File: config.mk
export PLATFORM = sky130hd
export DESIGN_NAME = sprite_ram_loader
export DESIGN_NICKNAME = d
export VERILOG_FILES = /design/src/rtl/sprite_ram_loader.sv
export SDC_FILE = /design/constraint.sdc
export NUM_CORES = 1
export LEC_CHECK = 0
export BUFFER_PORTS_ARGS = -buffer_cell sky130_fd_sc_hd__clkbuf_2
export CAP_MARGIN = 20
export CORE_MARGIN = 10
export CORE_UTILIZATION = 25
export CTS_BUF_LIST = sky130_fd_sc_hd__clkbuf_8
export CTS_CLUSTER_SIZE = 20
export DETAILED_ROUTE_END_ITERATION = 7
export PLACE_DENSITY = 0.51
export SLEW_MARGIN = 20
export SYNTH_ARGS = -nofsm -noshare
export SYNTH_HDL_FRONTEND = slang
export SYNTH_SLANG_ARGS = --single-unit
File: constraint.sdc
create_clock -name i_clk -period 4.1 [get_ports i_clk]
set_input_delay 0.82 -clock i_clk [delete_from_list [all_inputs] [get_ports i_clk]]
set_output_delay 0.82 -clock i_clk [all_outputs]
set_load 0.05 [all_outputs]
File: src/rtl/sprite_ram_loader.sv
// Streams one raster-ordered 16x16 sprite into sprite RAM at {row,col},
// keeping a running modular checksum of the accepted pixels.
module sprite_ram_loader #(
    parameter int DATA_W  = 24,
    parameter int COORD_W = 4
) (
    input  logic                   i_clk,
    input  logic                   i_rst,
    input  logic                   i_start,
    input  logic                   i_abort,
    input  logic                   i_pix_valid,
    input  logic [DATA_W-1:0]      i_pix_data,
    output logic                   o_pix_ready,
    output logic                   o_wr_en,
    output logic [2*COORD_W-1:0]   o_wr_addr,
    output logic [DATA_W-1:0]      o_wr_data,
    output logic                   o_busy,
    output logic                   o_done,
    output logic [DATA_W-1:0]      o_checksum
);

    typedef enum logic [1:0] {S_IDLE, S_LOAD, S_DONE} state_t;

    state_t                r_state;
    state_t                w_next;
    logic [COORD_W-1:0]    r_row;
    logic [COORD_W-1:0]    r_col;
    logic [DATA_W-1:0]     r_checksum;
    logic                  r_wr_en;
    logic [2*COORD_W-1:0]  r_wr_addr;
    logic [DATA_W-1:0]     r_wr_data;
    logic                  w_accept;
    logic                  w_last;

    // Abort wins over a beat presented in the same cycle.
    assign w_accept = (r_state == S_LOAD) && i_pix_valid && !i_abort;
    assign w_last   = w_accept && (&r_row) && (&r_col);

    always_ff @(posedge i_clk) begin
        if (i_rst) r_state <= S_IDLE;
        else       r_state <= w_next;
    end

    always_comb begin
        w_next = r_state;
        case (r_state)
            S_IDLE:  if (i_start) w_next = S_LOAD;
            S_LOAD: begin
                if (i_abort)     w_next = S_IDLE;
                else if (w_last) w_next = S_DONE;
            end
            S_DONE:  w_next = S_IDLE;
            default: w_next = S_IDLE;
        endcase
    end

    always_ff @(posedge i_clk) begin
        if (i_rst) begin
            r_row      <= '0;
            r_col      <= '0;
            r_checksum <= '0;
            r_wr_en    <= 1'b0;
            r_wr_addr  <= '0;
            r_wr_data  <= '0;
        end else begin
            r_wr_en <= w_accept;
            if (r_state == S_IDLE && i_start) begin
                r_row      <= '0;
                r_col      <= '0;
                r_checksum <= '0;
            end
            if (w_accept) begin
                r_wr_addr  <= {r_row, r_col};
                r_wr_data  <= i_pix_data;
                r_checksum <= r_checksum + i_pix_data;
                r_col      <= r_col + 1'b1;
                if (&r_col) r_row <= r_row + 1'b1;
            end
        end
    end

    assign o_pix_ready = (r_state == S_LOAD);
    assign o_busy      = (r_state == S_LOAD);
    assign o_done      = (r_state == S_DONE);
    assign o_wr_en     = r_wr_en;
    assign o_wr_addr   = r_wr_addr;
    assign o_wr_data   = r_wr_data;
    assign o_checksum  = r_checksum;

endmodule

# After elaboration in Yosys (flattened, before gate mapping)
# Cells that the tools add are included.
# totals
input_bits	29
wordCells	36
out_inout_bits	60
register_bits	67
# op_classes
add_sub_neg	3
n_mux	11
n_eq_ne	4
reduce_logical	11
# op_table
cell	count
24-bit two-way mux	2
24-bit adder	1
4-bit two-way mux	5
4-bit by 1-bit adder with 4-bit output (second input constant)	2
4-bit AND reduction	2
2-bit two-way mux	3
1-bit logical AND	5
2-bit one-hot mux with 2 select lines	1
3-bit by 2-bit inequality test with 1-bit output (second input constant)	1
2-bit by 1-bit equality test with 1-bit output (second input constant)	1
2-bit equality test (second input constant)	1
2-bit logical NOT	1
2-bit inequality test (second input constant)	1
2-bit AND reduction	1
2-bit nonzero test	1
1-bit logical NOT	1

# Logic depth before layout (Yosys ltp)
# depth
depth_word	8
depth_mapped	9
mapped_depth_nobuf	9

# Worst setup path after synthesis
# No wires, ideal clock.
# synth_timing
path_kind	in2reg
start	in i_pix_data[4]
end	reg r_checksum[23], in the netlist o_checksum[23]
stages	8
path_slack_ns	1.293
required_ns	4.027
arrival_ns	2.734
setup_ns	0.073
path_cell_list	ha_1 -> a2111oi_2 -> o21ai_2 -> nand4_1 -> a2111oi_2 -> or4_4 -> and2_4 -> o211ai_2
# synth_between
elab_chain_cells	2
# synth_rtl
item	line	text
start, declared	12	input logic [DATA_W-1:0] i_pix_data,
24-bit adder	75	r_checksum <= r_checksum + i_pix_data;
24-bit two-way mux	72	if (w_accept) begin
end signal, assigned	75	
end, declared	28	logic [DATA_W-1:0] r_checksum;
# No other way between the ends.
# A chain may end at the register's enable or synchronous reset.

# Worst setup path in the final report
# layout_timing
start	in i_pix_data[0]
end	reg r_checksum[20], in the netlist o_checksum[20]
# Same word-level chain as after synthesis.

==> results.md <==
* RSZ-0062 raised after global routing: false
* Top_reg_cell synth: dfxtp_1
* Startpoint Class: primary input
* Sink Count at 67
* DIE WIDTH at 139 µm
* Multi-input gate area at 0.00208 mm²
* Area leader, netlist: dfxtp_1
* Worst Setup SP: i_pix_data[0]
* Crit path arrival time at 2.97 ns
* Delay-heaviest family, CP: compound AO/OA/AOI/OAI gates
* Synth Instances at 447
* Clk_lat worst skew at 0.36 ns
* Reg-to-reg critical path startpoint: o_checksum[0]
* Pre-antenna DRT Iters at 5
* Nets at 579
* Slowest stage delay, CP at 0.44 ns
* Max-Slew Margin vs Limit at 56.9%
* Pin count of the biggest net entering global routing at 55
* Gr ovfl total at 0
* Syn_area_per_cell at 7.98 µm²
* Initial Utilization at 25.6%
* Max Slew Vio Count at 0
* Status: completed
* Clk_skew at 0.0117 ns
* Commonest non-fill, non-tap cell in the layout: nand2_1
* GRT Util Overall at 10.6%
* Die area at 0.0194 mm²
* Post-CTS sizing at 0
* Detailed Place HPWL at 7860 µm
* Non-Filler Instances at 709
* Syn. warnings at 0
* Worst-Margin Slew at 0.647 ns
* #FFs+latches synth at 67
* Critical path peak fanout at 4
* Synth area leaders: dfxtp_1, nand2_1, a21oi_1
* Max-cap viol count at 0
* R2R Setup Slk at 1.56 ns
* Die Y at 139 µm
* Post-route ant nets at 0
* Placed cells at 693
* Count of flip-flops with a built-in enable after synthesis at 0
* Clock slew at reported path FFs at 0.08 ns
* Max Buffers Root-to-Sink at 2
* Fill cells at 1522
* Post-Route WL at 10700 µm
* Max IR drop VDD at 0.117 mV
* Vias in the first global route at 3373
* DRC at 0
* WP depth at 10
* Sequential area share after synthesis at 37.6%
* CP Buf/Inv Count at 1
* P_leak at 0.00184 µW
* CP Capture Point: o_checksum[20]
* Vias per cell at 4.78
* FMAX at 365 MHz
* Crit-path slowest cell: fa_1
* Antenna violations before repair at 1
* CP Capture Type: register
* Number of buffers created by CTS at 9
* Dpl cell area at 0.00414 mm²
* Power Dens Cells at 328 mW/mm²
* Cts hold-fix bufs at 0
* Register area at 0.00134 mm²
* # Post-CTS Setup Buffers at 0
* IO Count at 89
* Area Overhead vs Synth at 21.6%
* H-tree levels at 3
* Port Buffers at 88
* Ys async rst share at 0%
* Period utilization at 66.8%
* Design area at 0.00434 mm²
* CTS tree: built
* Crit path kind: primary input to register
* Drt first-iter violations at 192
* # setup viols final at 0
* Rows at 43
* Cell variety after synth at 54
* Final Critical Period at 2.74 ns
* Setup TNS at 0 ns
* Global placer's final weighted congestion at 0.793
* Root Buffer: clkbuf_8
* First-pass GRT wire length at 17000 µm
* Ant. Diodes at 0
* Via count at 3386
* Layout cells sized above 1 at 23.6%
* FF-to-FF End: o_checksum[22]
* Min-Delay Path Class: register to register
* Post-synth net total at 502
* Critical path cell sequence: clkbuf_2 -> ha_1 -> fa_1 -> a21oi_2 -> o21ai_2 -> a31oi_2 -> a31oi_1 -> a221oi_1 -> xor2_1 -> o21ai_0
* FF-to-FF path depth at 9
* Core Area at 0.0139 mm²
* Wire per inst at 15.1 µm
* Synthesized cell area at 0.00357 mm²
* Post-synth top area share at 37.6%
* Final Hold Fails at 0
* Most frequent cells in the layout: nand2_1, clkbuf_2, a21oi_1, dfxtp_1, ha_1
* WP data required at 4.33 ns
-- cell families after synthesis --
group           after synthesis  share of synthesized area [%]
xor+xnor                     19                           4.67
buf+inv                      33                           4.21
fa+ha+maj                    26                           9.33
mux                           2                          0.561
simple gates                173                           21.2
compound gates              127                           22.4
flops                        67                           37.6
-- power by group --
part	internal [µW]	switching [µW]
combinational	58.9	135
sequential	661	7.38
clock	292	267
-- layout make-up --
class                   instances  share of cell area [%]
flip-flops and latches         67                    30.9
multi-input cells             347                    48.0
inverters                       7                   0.606
repair buffers                 92                    10.8
clock inverters                 6                    1.30
well taps                     180                    5.19
clock buffers                  10                    3.17
-- through the flow --
step,total power (µW),setup slack [ns],util (%),hold slack (ns)
after detailed placement,879,0.961,29.7,0.446
final,1420,1.36,31.1,0.453
after global routing,1490,1.15,31.1,0.479
after global placement,877,0.978,29.7,0.441
after floorplan,823,1.29,-,0.460
after CTS,1450,1.36,31.1,0.456
-- Yosys cell counts, types with 3 or more instances --
| library cell | count |
|---|---|
| nand3_1 | 18 |
| dfxtp_1 | 67 |
| a21o_1 | 8 |
| clkbuf_1 | 14 |
| o21bai_1 | 3 |
| nor3_1 | 4 |
| ha_1 | 25 |
| a21oi_2 | 3 |
| nor2_1 | 24 |
| nor2b_1 | 4 |
| nand4_1 | 7 |
| o21ai_0 | 16 |
| xnor2_1 | 9 |
| buf_1 | 4 |
| buf_4 | 3 |
| a31oi_1 | 3 |
| nand2_1 | 104 |
| a21oi_1 | 67 |
| xor2_1 | 10 |
| a211oi_1 | 4 |
| inv_1 | 7 |
-- worst min path at each step --
stage | depth (start not counted) | slack (ns) | to | from
3_3_place_gp | 2 | 0.44 | o_wr_data[4] | o_wr_data[4]
6_report | 2 | 0.45 | o_wr_data[1] | o_wr_data[1]
4_1_cts | 2 | 0.46 | o_wr_data[2] | o_wr_data[2]
5_1_grt | 2 | 0.48 | o_wr_data[3] | o_wr_data[3]
2_1_floorplan | 2 | 0.46 | o_wr_addr[3] | r_col[3]
3_5_place_dp | 2 | 0.45 | o_wr_data[2] | o_wr_data[2]
-- state kept, by name, summed over array words and instances, names as in the netlist --
register	cells
o_wr_addr	8
r_row	4
r_col	4
r_state	2
o_wr_en	1
o_wr_data	24
o_checksum	24
-- worst reg2reg max path, cell delays in order (launching register included) --
cell and delay, ns:
dfxtp_1 0.36, ha_1 0.22, fa_1 0.26, a21oi_2 0.09, o21ai_2 0.20, a31oi_2 0.18
o221a_4 0.27, or4b_4 0.55, a311o_1 0.32, nand2_1 0.06
-- layer usage --
layer	part of all wire, %	global-route usage (%)	wire length [µm]
met5	0.12	0	13
met4	1.4	3.90	145
met3	6.3	4.49	678
met2	46	17.2	4920
met1	46	12.2	4970
No activity file was read; power rests on OpenSTA's default activity.
